`src/rtl/mem_port_arbiter_if.sv`:
```
// Bundle of the fetch, data and unified-memory signals around mem_port_arbiter.
// The arbiter takes the slave view; the pipeline/memory side takes the master view.
interface mem_port_arbiter_if;
    // Fetch (F stage) request
    logic        if_req;
    logic [31:0] if_addr;
    logic [31:0] if_rdata;

    // Load/store (M stage) request
    logic        dm_req;
    logic        dm_we;
    logic [31:0] dm_addr;
    logic [31:0] dm_wdata;
    logic [31:0] dm_rdata;

    // Unified memory port
    logic        mem_req;
    logic        mem_we;
    logic [31:0] mem_addr;
    logic [31:0] mem_wdata;
    logic        mem_ready;
    logic [31:0] mem_rdata;

    // Pipeline control / status
    logic        stall;
    logic        mem_err;

    modport slave (
        input  if_req, if_addr,
        input  dm_req, dm_we, dm_addr, dm_wdata,
        input  mem_ready, mem_rdata,
        output mem_req, mem_we, mem_addr, mem_wdata,
        output if_rdata, dm_rdata,
        output stall, mem_err
    );

    modport master (
        output if_req, if_addr,
        output dm_req, dm_we, dm_addr, dm_wdata,
        output mem_ready, mem_rdata,
        input  mem_req, mem_we, mem_addr, mem_wdata,
        input  if_rdata, dm_rdata,
        input  stall, mem_err
    );
endinterface

```
`src/rtl/mem_port_arbiter.sv`:
```
// Arbiter sharing one unified memory port between instruction fetch and load/store.
// Data accesses win over fetches (the M-stage instruction is older). Each requester
// is served at most once per pipeline advance; the pipeline is stalled until every
// active requester has its result. Back-to-back accesses issue with no idle cycle.
//
// Optional build macro MEM_TIMEOUT_EN: adds an 8-bit wait counter; an access that
// waits 255 cycles without mem_ready completes with read data 0 and sets the
// sticky mem_err flag. Without it, accesses wait indefinitely and mem_err is 0.
module mem_port_arbiter (
    input  logic               clk,
    input  logic               reset,
    mem_port_arbiter_if.slave  bus
);

    typedef enum logic [1:0] {
        StIdle,
        StFetch,
        StData
    } state_e;

    state_e      state_q, state_d;
    logic        mem_we_q, mem_we_d;
    logic [31:0] mem_addr_q, mem_addr_d;
    logic [31:0] mem_wdata_q, mem_wdata_d;
    logic [31:0] if_rdata_q, if_rdata_d;
    logic [31:0] dm_rdata_q, dm_rdata_d;
    logic        if_got_q, if_got_d;
    logic        dm_got_q, dm_got_d;

    logic        busy;
    logic        timeout_hit;
    logic        done;
    logic        fetch_done;
    logic        data_done;
    logic [31:0] rdata_eff;
    logic        if_ok;
    logic        dm_ok;
    logic        if_want;
    logic        dm_want;
    logic        stall;
    logic        grant_data;
    logic        grant_fetch;

`ifdef MEM_TIMEOUT_EN
    logic [7:0]  wait_cnt_q, wait_cnt_d;
    logic        mem_err_q, mem_err_d;

    // A stuck access gives up once the counter has saturated.
    assign timeout_hit = busy && !bus.mem_ready && (wait_cnt_q == 8'hFF);
`else
    assign timeout_hit = 1'b0;
`endif

    // Completion of the outstanding access and which requester it belongs to.
    assign busy       = (state_q == StFetch) || (state_q == StData);
    assign done       = busy && (bus.mem_ready || timeout_hit);
    assign fetch_done = done && (state_q == StFetch);
    assign data_done  = done && (state_q == StData);
    assign rdata_eff  = timeout_hit ? 32'h0 : bus.mem_rdata;

    // A requester is satisfied if served earlier in this stall or completing now.
    assign if_ok   = if_got_q || fetch_done;
    assign dm_ok   = dm_got_q || data_done;
    assign if_want = bus.if_req && !if_ok;
    assign dm_want = bus.dm_req && !dm_ok;
    assign stall   = if_want || dm_want;

    // Grant selection: only from idle or on the completion edge, data first.
    always_comb begin
        grant_data  = 1'b0;
        grant_fetch = 1'b0;
        if ((state_q == StIdle) || done) begin
            if (dm_want) begin
                grant_data = 1'b1;
            end else if (if_want) begin
                grant_fetch = 1'b1;
            end
        end
    end

    // Next state and registered memory request, held stable until completion.
    always_comb begin
        state_d     = state_q;
        mem_we_d    = mem_we_q;
        mem_addr_d  = mem_addr_q;
        mem_wdata_d = mem_wdata_q;
        if (grant_data) begin
            state_d     = StData;
            mem_we_d    = bus.dm_we;
            mem_addr_d  = bus.dm_addr;
            mem_wdata_d = bus.dm_wdata;
        end else if (grant_fetch) begin
            state_d     = StFetch;
            mem_we_d    = 1'b0;
            mem_addr_d  = bus.if_addr;
            mem_wdata_d = 32'h0;
        end else if (done) begin
            state_d = StIdle;
        end
    end

    // Result capture and served flags; flags drop when the pipeline advances.
    always_comb begin
        if_rdata_d = fetch_done ? rdata_eff : if_rdata_q;
        // Stores leave the load-data register untouched.
        dm_rdata_d = (data_done && !mem_we_q) ? rdata_eff : dm_rdata_q;
        if_got_d   = 1'b0;
        dm_got_d   = 1'b0;
        if (stall) begin
            // A result for a withdrawn request is not recorded as served.
            if_got_d = if_got_q || (fetch_done && bus.if_req);
            dm_got_d = dm_got_q || (data_done && bus.dm_req);
        end
    end

    // Arbiter state registers.
    always_ff @(posedge clk or posedge reset) begin
        if (reset) begin
            state_q     <= StIdle;
            mem_we_q    <= 1'b0;
            mem_addr_q  <= 32'h0;
            mem_wdata_q <= 32'h0;
            if_rdata_q  <= 32'h0;
            dm_rdata_q  <= 32'h0;
            if_got_q    <= 1'b0;
            dm_got_q    <= 1'b0;
        end else begin
            state_q     <= state_d;
            mem_we_q    <= mem_we_d;
            mem_addr_q  <= mem_addr_d;
            mem_wdata_q <= mem_wdata_d;
            if_rdata_q  <= if_rdata_d;
            dm_rdata_q  <= dm_rdata_d;
            if_got_q    <= if_got_d;
            dm_got_q    <= dm_got_d;
        end
    end

`ifdef MEM_TIMEOUT_EN
    // Wait counter: restarts on every grant, counts un-ready cycles while busy.
    always_comb begin
        wait_cnt_d = wait_cnt_q;
        if (grant_data || grant_fetch) begin
            wait_cnt_d = 8'h0;
        end else if (busy && !bus.mem_ready && (wait_cnt_q != 8'hFF)) begin
            wait_cnt_d = wait_cnt_q + 8'd1;
        end
        mem_err_d = mem_err_q || timeout_hit;
    end

    // Timeout counter and sticky error flag.
    always_ff @(posedge clk or posedge reset) begin
        if (reset) begin
            wait_cnt_q <= 8'h0;
            mem_err_q  <= 1'b0;
        end else begin
            wait_cnt_q <= wait_cnt_d;
            mem_err_q  <= mem_err_d;
        end
    end

    assign bus.mem_err = mem_err_q;
`else
    assign bus.mem_err = 1'b0;
`endif

    assign bus.mem_req   = busy;
    assign bus.mem_we    = mem_we_q;
    assign bus.mem_addr  = mem_addr_q;
    assign bus.mem_wdata = mem_wdata_q;
    // Results are visible in their completion cycle, then held by the registers.
    assign bus.if_rdata  = if_rdata_d;
    assign bus.dm_rdata  = dm_rdata_d;
    assign bus.stall     = stall;

endmodule
```
`src/flat_wrapper.sv`:
```
// flat-port wrapper written by rule: the top's interface ports become plain ports
module mem_port_arbiter_flat 
  (clk, reset, bus_if_req, bus_if_addr, bus_dm_req, bus_dm_we, bus_dm_addr, bus_dm_wdata, bus_mem_ready, bus_mem_rdata, bus_mem_req, bus_mem_we, bus_mem_addr, bus_mem_wdata, bus_if_rdata, bus_dm_rdata, bus_stall, bus_mem_err);
  mem_port_arbiter_if bus_i ();
  input  logic clk;
  input  logic reset;
  input wire logic [$bits(bus_i.if_req)-1:0] bus_if_req;
  input wire logic [$bits(bus_i.if_addr)-1:0] bus_if_addr;
  input wire logic [$bits(bus_i.dm_req)-1:0] bus_dm_req;
  input wire logic [$bits(bus_i.dm_we)-1:0] bus_dm_we;
  input wire logic [$bits(bus_i.dm_addr)-1:0] bus_dm_addr;
  input wire logic [$bits(bus_i.dm_wdata)-1:0] bus_dm_wdata;
  input wire logic [$bits(bus_i.mem_ready)-1:0] bus_mem_ready;
  input wire logic [$bits(bus_i.mem_rdata)-1:0] bus_mem_rdata;
  output wire logic [$bits(bus_i.mem_req)-1:0] bus_mem_req;
  output wire logic [$bits(bus_i.mem_we)-1:0] bus_mem_we;
  output wire logic [$bits(bus_i.mem_addr)-1:0] bus_mem_addr;
  output wire logic [$bits(bus_i.mem_wdata)-1:0] bus_mem_wdata;
  output wire logic [$bits(bus_i.if_rdata)-1:0] bus_if_rdata;
  output wire logic [$bits(bus_i.dm_rdata)-1:0] bus_dm_rdata;
  output wire logic [$bits(bus_i.stall)-1:0] bus_stall;
  output wire logic [$bits(bus_i.mem_err)-1:0] bus_mem_err;
  assign bus_i.if_req = bus_if_req;
  assign bus_i.if_addr = bus_if_addr;
  assign bus_i.dm_req = bus_dm_req;
  assign bus_i.dm_we = bus_dm_we;
  assign bus_i.dm_addr = bus_dm_addr;
  assign bus_i.dm_wdata = bus_dm_wdata;
  assign bus_i.mem_ready = bus_mem_ready;
  assign bus_i.mem_rdata = bus_mem_rdata;
  assign bus_mem_req = bus_i.mem_req;
  assign bus_mem_we = bus_i.mem_we;
  assign bus_mem_addr = bus_i.mem_addr;
  assign bus_mem_wdata = bus_i.mem_wdata;
  assign bus_if_rdata = bus_i.if_rdata;
  assign bus_dm_rdata = bus_i.dm_rdata;
  assign bus_stall = bus_i.stall;
  assign bus_mem_err = bus_i.mem_err;
  mem_port_arbiter u_core (.clk(clk), .reset(reset), .bus(bus_i));
endmodule
```
`config.mk`:
```
export PLATFORM = sky130hd
export DESIGN_NAME = mem_port_arbiter_flat
export DESIGN_NICKNAME = d
export VERILOG_FILES = /design/src/rtl/mem_port_arbiter_if.sv /design/src/rtl/mem_port_arbiter.sv /design/src/flat_wrapper.sv
export SDC_FILE = /design/constraint.sdc
export NUM_CORES = 1
export LEC_CHECK = 0
export CELL_PAD_IN_SITES_DETAIL_PLACEMENT = 1
export CELL_PAD_IN_SITES_GLOBAL_PLACEMENT = 2
export CORE_ASPECT_RATIO = 1.25
export CORE_MARGIN = 1
export CORE_UTILIZATION = 26
export DETAILED_ROUTE_END_ITERATION = 7
export HOLD_SLACK_MARGIN = 0.15
export PLACE_DENSITY = 0.81
export SYNTH_ARGS = -nofsm -noshare
export SYNTH_HDL_FRONTEND = slang
export SYNTH_SLANG_ARGS = --single-unit
```
`constraint.sdc`:
```
create_clock -name clk -period 5.5 [get_ports clk]
set_clock_uncertainty 0.2 [all_clocks]
set_input_delay 1.1 -clock clk [delete_from_list [all_inputs] [get_ports clk]]
set_output_delay 1.1 -clock clk [all_outputs]
set_load 0.05 [all_outputs]
```
==> impl_results.md <==
- PD cells: 774 nW/um^2
- Reg clk slew, reported paths: 0.06 ns
- Post-layout util: 0.428
- # IOs: 266
- Placed Cells: roughly 900
- Clock sinks: 133
- Max frequency: ~210 MHz
- Arrival time at the worst endpoint: 3.51 ns
- Mapped Avg Cell Area: 14.2 um^2
- Period utilization: 0.874
- Final HPWL DP: 12900 um
- Post-Syn Nets: 528
- Post-synthesis sequential area ratio: 0.598
- Max IR drop VDD: 0.421 mV
- Slew Limit Fails: 0
- CP Capture Type: primary output
- Final Setup Violations: 0
- Largest net degree at the start of global routing: 104
- Synth warn: 0
- Final hold violations: 0
- CP bufs+invs: 2
- Number of global-route vias before repair: 5077
- Htree depth: 4
- Fin cells: approximately 940
- Top Family by Delay on Critical Path: buffers and inverters
- Die width: 133 um
- Slew headroom: 0.369
- Fin Hold WS: 0.286 ns
- Global route total overflow: 0
- M1 GR Usage: 0.194
- Clk buf depth: 2
- Avg WL per Cell: 19.3 um
- Post-synth EDFFs: 0
- Root Buffer: clkbuf_16
- First-pass GRT wire length: 28800 um
- Yosys top cell area share: 0.598
- Clk_lat worst skew: 0.41 ns
- Cell Chain, Critical Path: clkdlybuf4s50_1, nand3_4, or2_2, mux2_4, clkdlybuf4s50_1
- Met3 track demand over resource: 0.0520
- HP Class: reg -> reg
- Antenna Nets Post-Route: 0
- Starting Density: 0.267
- Pre-antenna DRT Iters: 4
- Slowest CP cell: clkdlybuf4s50_1
- Setup TNS: 0 ns
- DRC: 0
- Grt met2 use: 0.291
- Dominant cells by area after synthesis: dfrtp_1, mux2_4, mux2_2
- Total design power: 6.91 mW
- Ys async rst share: 1.00
- Critical path type: in -> out
- Nets: between 700 and 800
- Max Cap Violations: 0
- GPL Wtd Cong: about 0.77
- Crit path time final: between 4 and 5 ns
- Area leader, netlist: dfrtp_1
- Synth Instances: between 300 and 400
- Num CTS Buffers: 17
- Flops & latches, synth: 133
- Status: finished clean
- Final WS setup: 0.692 ns
- Critical path required time: 4.20 ns
- Register area: ~3300 um^2
- GRT Resource Usage Total: 0.170
- LEAKAGE: 3.91 nW
- Most used routing layer: met2
- Post-place setup slack: 0.671 ns
- Most common cell in the netlist: dfrtp_1
- Placed cell area: 8370 um^2
- RSZ-0062 raised after global routing: no
- Via count: 4365
- Share of post-route cells with drive strength above 1: 0.195
- CTS tree: built
- Area growth syn-to-layout: 60.4%
- Post-route cell area: 8930 um^2
- CTS Hold Buffers Added: 0
- Post-cts sizing count: 0
- Synth unique cells: 32
- Area of the multi-input gates: between 2000 and 2500 um^2
- CP dominant cell by count: clkdlybuf4s50_1
- Drt first-iter violations: 130
- Layout fillers: between 2000 and 2500
- Crit path launch type: input port
- Die area: around 22000 um^2
- Initial antenna violation count: 1
- Most common flop cell mapped by yosys: dfrtp_1
- Slew @ Worst Pin: between 0.9 and 1 ns
- PortBufs: ~260
- Crit-path max cell delay: 0.71 ns
- Post-Route WL: 18000 um
- Synthesized area: 5570 um^2
- Core area: 20900 um^2
- Post-CTS Repair Setup Buffers: 0
- Worst-path maximum fanout: 15
- Via density: around 4.7
- Die height: 166 um
- Row cnt: 59
- Commonest cells post-synth: dfrtp_1, a22o_1, a31oi_1
[where the power goes]
group          leakage [nW]  switching (mW)  internal (mW)  total, mW
clock network         0.271           0.459          0.640       1.10
logic                  2.00            2.71           1.46       4.17
registers              1.64           0.194           1.44       1.64
[cells in the final DEF, fill, tap and decap left out, types with 2 or more instances in the layout]
cell type / instances
clkdlybuf4s50_1: 246
dfrtp_1: 133
a22o_1: 33
a31oi_1: 33
mux2_2: 32
and3_1: 32
o2bb2ai_1: 32
mux2_4: 30
buf_4: 27
clkbuf_16: 17
inv_6: 7
nand2_1: 4
ha_1: 3
clkinv_2: 3
clkinvlp_4: 3
mux2_1: 2
inv_1: 2
nor2_1: 2
a31o_1: 2
[path summary, 6_finish.rpt]
path / endpoint / startpoint / slack (ns) / cells after the start
worst max register to register: u_core.bus.mem_addr[28] / u_core.state_q[1] / 2.42 / 8
worst min register to register: u_core.bus.mem_addr[26] / u_core.bus.mem_addr[26] / 0.29 / 1
worst min-delay path: u_core.bus.mem_addr[26] / u_core.bus.mem_addr[26] / 0.29 / 1
min in group asynchronous: u_core.if_rdata_q[3] / reset / 1.08 / 2
max in group asynchronous: u_core.dm_rdata_q[11] / reset / 3.03 / 3
worst max-delay path: bus_dm_rdata[22] / bus_mem_ready / 0.69 / 5
[per-layer routing]
metal  up-vias  part of all wire  wire length (um)
li1       1984                 -                 -
met1      2166              0.39              7110
met2       183              0.51              9190
met3        32             0.071              1270
met4         0             0.026               469
met5         -                 0                 0
[kinds of logic (layout without fill, tap and decap cells)]
group / after synthesis / after routing / share of synthesized area
DFF: 133 / 133 / 0.598
AOI/OAI and AO/OA: 104 / 104 / 0.148
muxes: 64 / 64 / 0.150
and+or+nand+nor: 48 / 48 / 0.0553
buffers and inverters: 38 / 308 / 0.0418
adders and majority gates: 3 / 3 / 0.00674
other: 1 / 2 / 0.000674
[area by class of cell]
cell class                 count  area share
tap                          274      0.0384
clock buffer                  19      0.0496
antenna                        1    0.000280
clock inverter                13      0.0134
sequential                   133       0.373
inverter                       3     0.00182
multi-input combinational    220       0.226
timing repair buffer         273       0.298
[registers in the layout, summed over array words and instances, names as in the netlist]
register	count
u_core.bus.mem_addr	32
u_core.bus.mem_wdata	32
u_core.dm_rdata_q	32
u_core.if_rdata_q	32
u_core.state_q	2
u_core.bus.mem_we	1
u_core.dm_got_q	1
u_core.if_got_q	1
(Power assumes the default switching activity.)
